[src/rtl/intersection_scheduler.sv]
// intersection_scheduler: two-road traffic light sequencer (Moore FSM, shared phase timer).
// North-south is the rest road; east-west is served on demand with yellow and all-red
// clearance between grants. Optional pedestrian walk phase under `INTERSECTION_PED_EN.
// Lamps are registered from the next-state decode, so they change on the same edge as phase.
module intersection_scheduler #(
  parameter int T_GREEN_MIN = 8,
  parameter int T_GREEN_MAX = 32,
  parameter int T_YELLOW    = 3,
  parameter int T_ALLRED    = 2,
  parameter int T_WALK      = 6
) (
  input  logic       clk,
  input  logic       rst,
  input  logic       car_ns,
  input  logic       car_ew,
  input  logic       ped_req,
  output logic       ns_grn,
  output logic       ns_ylw,
  output logic       ns_red,
  output logic       ew_grn,
  output logic       ew_ylw,
  output logic       ew_red,
  output logic       walk,
  output logic [2:0] phase
);

  typedef enum logic [2:0] {
    NS_G = 3'd0, NS_Y = 3'd1, AR1 = 3'd2,
    EW_G = 3'd3, EW_Y = 3'd4, AR2 = 3'd5,
    WALK = 3'd6
  } state_t;

  // Parameter legality is checked once, at elaboration.
  if (T_GREEN_MIN < 1 || T_GREEN_MAX < 1 || T_YELLOW < 1 || T_ALLRED < 1 || T_WALK < 1 ||
      T_GREEN_MAX < T_GREEN_MIN || T_GREEN_MAX > 65535 || T_GREEN_MIN > 65535 ||
      T_YELLOW > 65535 || T_ALLRED > 65535 || T_WALK > 65535) begin : g_param_check
    $error("intersection_scheduler: illegal timing parameters");
  end

  localparam logic [15:0] GMIN_M1 = 16'(T_GREEN_MIN - 1);
  localparam logic [15:0] EXT_LIM = 16'(T_GREEN_MAX - 1);
  localparam logic [15:0] YLW_M1  = 16'(T_YELLOW - 1);
  localparam logic [15:0] AR_M1   = 16'(T_ALLRED - 1);
  localparam logic [15:0] WALK_M1 = 16'(T_WALK - 1);

  state_t      state_r;
  state_t      state_s;
  logic [15:0] tmr_r;
  logic [15:0] ext_r;
  logic        expired_s;
  logic        max_hit_s;
  logic        ped_pend_s;
  logic        dem_ew_s;
  logic        enter_walk_s;

  // Timer reload value for a state: its duration minus one.
  function automatic logic [15:0] dur_m1(input state_t s);
    case (s)
      NS_G, EW_G: dur_m1 = GMIN_M1;
      NS_Y, EW_Y: dur_m1 = YLW_M1;
      AR1, AR2:   dur_m1 = AR_M1;
      WALK:       dur_m1 = WALK_M1;
      default:    dur_m1 = 16'd0;
    endcase
  endfunction

  // Lamp decode {ns_g, ns_y, ns_r, ew_g, ew_y, ew_r, walk}; anything unknown is all red.
  function automatic logic [6:0] lamp_decode(input state_t s);
    case (s)
      NS_G:    lamp_decode = 7'b100_001_0;
      NS_Y:    lamp_decode = 7'b010_001_0;
      EW_G:    lamp_decode = 7'b001_100_0;
      EW_Y:    lamp_decode = 7'b001_010_0;
`ifdef INTERSECTION_PED_EN
      WALK:    lamp_decode = 7'b001_001_1;
`endif
      default: lamp_decode = 7'b001_001_0;
    endcase
  endfunction

`ifdef INTERSECTION_PED_EN
  logic ped_pend_r;
  logic dest_r;   // 1: walk returns to east-west green, 0: to north-south green
  assign ped_pend_s = ped_pend_r;
`else
  logic unused_ped_s;
  assign unused_ped_s = ped_req;
  assign ped_pend_s   = 1'b0;
`endif

  assign expired_s    = (tmr_r == 16'd0);
  assign max_hit_s    = (ext_r >= EXT_LIM);
  assign dem_ew_s     = car_ew | ped_pend_s;
  assign enter_walk_s = (state_s == WALK) && (state_r != WALK);

  // Next-state logic for the phase sequence.
  always_comb begin
    state_s = state_r;
    case (state_r)
      NS_G: if (expired_s && dem_ew_s) state_s = NS_Y; else state_s = NS_G;
      NS_Y: if (expired_s) state_s = AR1; else state_s = NS_Y;
      AR1: begin
        if (expired_s) state_s = ped_pend_s ? WALK : EW_G;
        else           state_s = AR1;
      end
      EW_G: begin
        if ((expired_s && !car_ew) || (max_hit_s && (car_ns || ped_pend_s))) state_s = EW_Y;
        else                                                                 state_s = EW_G;
      end
      EW_Y: if (expired_s) state_s = AR2; else state_s = EW_Y;
      AR2: begin
        if (expired_s) state_s = ped_pend_s ? WALK : NS_G;
        else           state_s = AR2;
      end
`ifdef INTERSECTION_PED_EN
      WALK: begin
        if (expired_s) state_s = dest_r ? EW_G : NS_G;
        else           state_s = WALK;
      end
`endif
      default: state_s = AR2;
    endcase
  end

  // State, phase timer, east-west green extension counter and registered lamps.
  always_ff @(posedge clk) begin
    if (rst) begin
      state_r <= NS_G;
      tmr_r   <= GMIN_M1;
      ext_r   <= 16'd0;
      {ns_grn, ns_ylw, ns_red, ew_grn, ew_ylw, ew_red, walk} <= lamp_decode(NS_G);
    end else begin
      state_r <= state_s;
      if (state_s != state_r)   tmr_r <= dur_m1(state_s);
      else if (!expired_s)      tmr_r <= tmr_r - 16'd1;
      else                      tmr_r <= tmr_r;
      if (state_s != state_r)                        ext_r <= 16'd0;
      else if (state_r == EW_G && ext_r != 16'hFFFF) ext_r <= ext_r + 16'd1;
      else                                           ext_r <= ext_r;
      {ns_grn, ns_ylw, ns_red, ew_grn, ew_ylw, ew_red, walk} <= lamp_decode(state_s);
    end
  end

`ifdef INTERSECTION_PED_EN
  // Pedestrian request latch (set beats clear) and walk return direction.
  always_ff @(posedge clk) begin
    if (rst) begin
      ped_pend_r <= 1'b0;
      dest_r     <= 1'b0;
    end else begin
      if (ped_req)           ped_pend_r <= 1'b1;
      else if (enter_walk_s) ped_pend_r <= 1'b0;
      else                   ped_pend_r <= ped_pend_r;
      if (enter_walk_s)      dest_r <= (state_r == AR1);
      else                   dest_r <= dest_r;
    end
  end
`else
  logic unused_walk_s;
  assign unused_walk_s = enter_walk_s;
`endif

  assign phase = state_r;

endmodule

[config.mk]
export PLATFORM = sky130hd
export DESIGN_NAME = intersection_scheduler
export DESIGN_NICKNAME = d
export VERILOG_FILES = /design/src/rtl/intersection_scheduler.sv
export SDC_FILE = /design/constraint.sdc
export NUM_CORES = 1
export LEC_CHECK = 0
export BUFFER_PORTS_ARGS = -buffer_cell sky130_fd_sc_hd__buf_4
export CORE_UTILIZATION = 53
export CTS_BUF_LIST = sky130_fd_sc_hd__clkbuf_4 sky130_fd_sc_hd__clkbuf_8 sky130_fd_sc_hd__clkbuf_16
export CTS_CLUSTER_SIZE = 30
export DETAILED_ROUTE_END_ITERATION = 10
export PLACE_DENSITY = 0.74
export RECOVER_POWER = 100
export SYNTH_ARGS = -nofsm -noshare
export SYNTH_HDL_FRONTEND = slang
export SYNTH_SLANG_ARGS = --single-unit
[constraint.sdc]
create_clock -name clk -period 2.2 [get_ports clk]
set_clock_uncertainty 0.05 [all_clocks]
set_input_delay 0.44 -clock clk [delete_from_list [all_inputs] [get_ports clk]]
set_output_delay 0.44 -clock clk [all_outputs]
set_load 0.05 [all_outputs]
# Yosys cells after proc, flatten, opt, wreduce, memory -nomap -nowiden
# Cells that the tools add are included.
dict set report word_totals {
  word_cells 51
  reg_bits 42
  out_inout_bits 10
}
dict set report op_classes {
  n_mux 11
  n_lt_le_gt_ge 1
  reduce_logical 13
  n_addsub 2
  n_eq_ne 14
}
# operator n
set op_table {}
lappend op_table {{2-to-1 mux 16 bit} 2}
lappend op_table {{case mux 7 bit (4 select lines)} 1}
lappend op_table {{case mux 3 bit (6 select lines)} 1}
lappend op_table {{adder 16 x 1 -> 16 bit (second input constant)} 1}
lappend op_table {{greater-or-equal comparator 16 x 5 -> 1 bit (second input constant)} 1}
lappend op_table {{zero test 16 bit} 1}
lappend op_table {{inequality test 16 bit (second input constant)} 1}
lappend op_table {{subtractor 16 x 1 -> 16 bit (second input constant)} 1}
lappend op_table {{== test 3 bit (second input constant)} 5}
lappend op_table {{== test 3 x 2 -> 1 bit (second input constant)} 4}
lappend op_table {{case mux 3 bit (4 select lines)} 1}
lappend op_table {{OR reduction 2 bit} 4}
lappend op_table {{== test 3 x 1 -> 1 bit (second input constant)} 2}
lappend op_table {{zero test 3 bit} 2}
lappend op_table {{2-to-1 mux 3 bit} 2}
lappend op_table {{logical AND 1 bit} 4}
lappend op_table {{2-to-1 mux 1 bit} 3}
lappend op_table {{inequality test 3 bit} 1}
lappend op_table {{2-to-1 mux 2 bit} 1}
lappend op_table {{inequality test 2 x 1 -> 1 bit (second input constant)} 1}
lappend op_table {{zero test 1 bit} 1}
lappend op_table {{logical OR 1 bit} 1}

# Logic depth before layout (Yosys ltp)
dict set report depth {
  word_depth 9
  ltp_mapped 9
}

# Least setup slack after synthesis
# OpenSTA, ideal clock, no wires.
dict set report synth_timing {
  kind {register -> register}
  startpoint {register tmr_r[0]}
  endpoint {register tmr_r[1]}
  n_path_buf 1
  arrival_ns 2.264
  synth_period_minus_slack_ns 2.434
  setup_slack_ns -0.234
  stages_incl_launch_ff 10
  required_time_ns 2.030
  cell_sequence {dfxtp_1 inv_1 ha_1 or3b_2 or4_1 buf_2 nor3_2 o21ai_1 o211a_1 a211o_1}
}
dict set report synth_between {
  elab_chain_cells 9
  word_cells_on_any_way 27
  classes_between {1 x add/sub; 8 x eq/ne; 10 x mux; 8 x reduce/logical}
}
# element line
set synth_lines {}
lappend synth_lines {{start: declaration} 48} ;# logic [15:0] tmr_r;
lappend synth_lines {{start signal: assignment} 134} ;# if (state_s != state_r) tmr_r <= dur_m1(state_s);
lappend synth_lines {{start signal: assignment} 135} ;# else if (!expired_s) tmr_r <= tmr_r - 16'd1;
lappend synth_lines {{start signal: assignment} 136} ;# else tmr_r <= tmr_r;
lappend synth_lines {{zero test 16 bit} 91} ;# assign expired_s = (tmr_r == 16'd0);
lappend synth_lines {{logical AND 1 bit} 107} ;# if ((expired_s && !car_ew) || (max_hit_s && (car_ns || ped_pend_s))) state_s = EW_Y;
lappend synth_lines {{logical OR 1 bit} 107}
lappend synth_lines {{2-to-1 mux 3 bit} 107}
lappend synth_lines {{case mux 3 bit (6 select lines)} 99} ;# case (state_r)
lappend synth_lines {{== test 3 x 2 -> 1 bit (tied with other cells)} 58} ;# case (s)
lappend synth_lines {{OR reduction 2 bit} 58}
lappend synth_lines {{case mux 3 bit (4 select lines)} 58}
lappend synth_lines {{2-to-1 mux 16 bit} 134}
# Several ways; a longest one is shown, not always the timed one. The select of a mux whose other input is x is not followed.
# A chain may end at the register's enable or synchronous reset.

# Worst setup path in the final report
# Ends and elaborated chain as after synthesis.

==> impl_metrics.json <==
{
  "ys.flop_type": "dfxtp_1",
  "io_buffers": 12,
  "fmax_ghz": 0.4273,
  "syn_area_per_cell_um2": 8.345,
  "synth_simple_gate_area_frac": 0.2897,
  "routabilityCongestion": 0.8231,
  "synth_area_mm2": 0.002095,
  "synth_compound_area_frac": 0.1213,
  "root_buffer": "clkbuf_8",
  "die_w_um": 64.87,
  "detail-route-antenna-nets": 0,
  "globalRouteOverflowTotal": 0,
  "cts.sinks": 41,
  "hp-class": "in2reg",
  "multi_input_area_mm2": 0.001236,
  "worst-r2r-cell-count": 8,
  "synth-adder-area-share": 0.01792,
  "layout_common_cells": "nor2_1, buf_4, dfxtp_1, nand2_1, xnor2_1",
  "cp.required_ps": 2340,
  "fillers": 297,
  "synth_cell_types": 50,
  "cts_htree_levels": 2,
  "hold_end": "phase[0]",
  "syn2layout_area_growth_pct": 29.69,
  "start_util": 0.5636,
  "rows": 22,
  "cp-start-kind": "flip-flop",
  "ys_ff_latch": 41,
  "status": "complete, but fails checks",
  "drv_cap": 0,
  "num_io_pins": 15,
  "leakage_nw": 1.061,
  "synthArstFlopShare": 0,
  "min_path_cells": 2,
  "setup_slack_ps": -140.1,
  "grt_max_degree": 16,
  "drtIter0Drc": 79,
  "crit_fanout": 5,
  "powerDensity_mw_per_mm2": 557.2,
  "clk_latency_ps": 300,
  "cts_tree": "built",
  "antenna_found_initial": 0,
  "wl_per_cell_um": 13.97,
  "yosysTopAreaCell": "dfxtp_1",
  "postSynthCellCount": 251,
  "register_area_um2": 828.3,
  "min_period_over_period": 1.064,
  "vias": 1924,
  "grt_pass1_vias": 1775,
  "slew_headroom": 0.6037,
  "rsz0062_at_grt": "yes",
  "met1_usage": 0.3007,
  "top_usage_layer": "met2",
  "clkTransAtPathRegs_ps": 80,
  "period_needed_ps": 2340,
  "max_slew.worst_pin.slew_ps": 597.0,
  "synth_top_area_share": 0.3919,
  "cts_inserted_buffers": 5,
  "worst_ir_drop_vdd_mv": 0.4216,
  "drt_wl_total_mm": 4.888,
  "final_area_mm2": 0.002716,
  "hold_viol": 0,
  "drive_gt1_frac": 0.2781,
  "slew_viol_final": 0,
  "synth_top_family_by_area": "simple AND/OR/NAND/NOR gates",
  "crit_arrival_ps": 2480,
  "routed_via_density": 5.497,
  "timing.final.setup_violations": 39,
  "die-area_mm2": 0.004207,
  "core_mm2": 0.003716,
  "end_kind": "flip-flop",
  "synthMuxAreaShare": 0.01434,
  "synth_edf_count": 0,
  "rr_startpoint": "tmr_r[0]",
  "yosys_warnings": 0,
  "drtPass1Iterations": 4,
  "hp-start": "rst",
  "insertedDiodeCount": 0,
  "cts.path.max_buffers": 2,
  "hold_slack_ps": 344.5,
  "grt_use_met2": 0.4219,
  "placed_area_mm2": 0.002439,
  "synth_area_leaders": "dfxtp_1, nor2_1, xnor2_1, xor2_1, a21oi_1",
  "holdBufCountCts": 0,
  "dp_hpwl_mm": 2.957,
  "drc_errors": 0,
  "reg2reg_slack_ps": -140,
  "synthesis.nets": 259,
  "met3_usage": 0.06338,
  "critPathKind": "reg2reg",
  "fin_nets": 309,
  "fin_util": 0.7310,
  "track_usage": 0.2498,
  "synth-xor-area-share": 0.1129,
  "chipHeight_um": 64.87,
  "violations": "setup timing",
  "grt_pass1_wl_mm": 7.921,
  "ys_seq_area_frac": 0.3919,
  "r2r-end": "tmr_r[1]"
}
worst max path at each step:
| stage | endpoint | startpoint | slack, ps |
|---|---|---|---|
| CTS | tmr_r[1] | tmr_r[0] | -120 |
| finish | tmr_r[1] | tmr_r[0] | -140 |
| global placement | tmr_r[7] | tmr_r[11] | -160 |
| floorplan | tmr_r[1] | tmr_r[11] | -160 |
| detailed placement | tmr_r[7] | tmr_r[11] | -180 |
| global route | tmr_r[1] | tmr_r[6] | -240 |
flip-flops by register name, indices dropped and copies added, names as in the netlist:
signal	count
ew_ylw	1
ext_r	16
ew_grn	1
ns_ylw	1
ns_red	1
ew_red	1
phase	3
tmr_r	16
ns_grn	1
critical path, stage by stage, from the launching register on:
cell and delay [ps]:
dfxtp_2 330, inv_2 50, ha_1 120, or3b_4 430
or4_4 610, nor3_2 130, o21ai_1 80, o211a_1 140
a211o_1 290
routing by layer:
layer / wire length (um) / up-vias
met3: 165 / 5
li1: - / 972
met1: 2226 / 913
met4: 60 / 0
met2: 2434 / 34
met5: 0 / -
Yosys cell counts (2+ instances only):
cell type and number:
nor3_2 2, nor4_1 6, a211oi_1 2, clkbuf_1 7
ha_1 3, o22ai_1 2, o21ai_0 5, buf_4 3
buf_1 2, nand4_1 6, mux2i_1 3, a21oi_1 14
nor2_1 47, nand3_1 6, o21a_1 2, nand2_1 18
xor2_1 12, nor3_1 5, or4_1 6, inv_1 6
or2_2 2, dfxtp_1 41, and3_1 4, or3_1 3
buf_2 3, and4_1 3, xnor2_1 15
layout make-up:
class | count | area share
Inverter | 6 | 0.008291
Clock inverter | 2 | 0.01382
Multi-Input combinational cell | 189 | 0.4551
Clock buffer | 6 | 0.03040
Sequential cell | 41 | 0.3049
Timing Repair Buffer | 58 | 0.1654
Tap cell | 48 | 0.02211
power by group:
part | total, W | switching [W] | internal, W | leakage [nW]
Sequential | 0.000753 | 0.00000450 | 0.000748 | 0.332
Clock | 0.000635 | 0.000266 | 0.000369 | 0.0574
Combinational | 0.000126 | 0.0000615 | 0.0000645 | 0.672
Total | 0.00151 | 0.000332 | 0.00118 | 1.06
cells by family after synthesis:
logic type / after synthesis
compound gates: 37
fa+ha+maj: 3
mux: 3
buf+inv: 22
flops: 41
other cells: 1
simple gates: 117
xor+xnor: 27
what timing repair did:
action,in CTS,in global routing
pin swaps,8,6
setup endpoints to repair,38,41
setup buffers,7,4
resized for setup,14,9
cloned,2,0
hold endpoints to repair,0,0
through the flow:
stage               total power [W]  cells  setup WS, ps  setup TNS (ps)
finish                     0.001513    350        -140.1           -3120
detailed placement        0.0008700    329        -182.1           -5297
global route               0.001560    350        -235.2           -7181
CTS                        0.001518    346        -119.3           -2306
global placement          0.0008690    329        -156.3           -4707
floorplan                 0.0008365    251        -159.8           -3950
(Power assumes the default switching activity.)
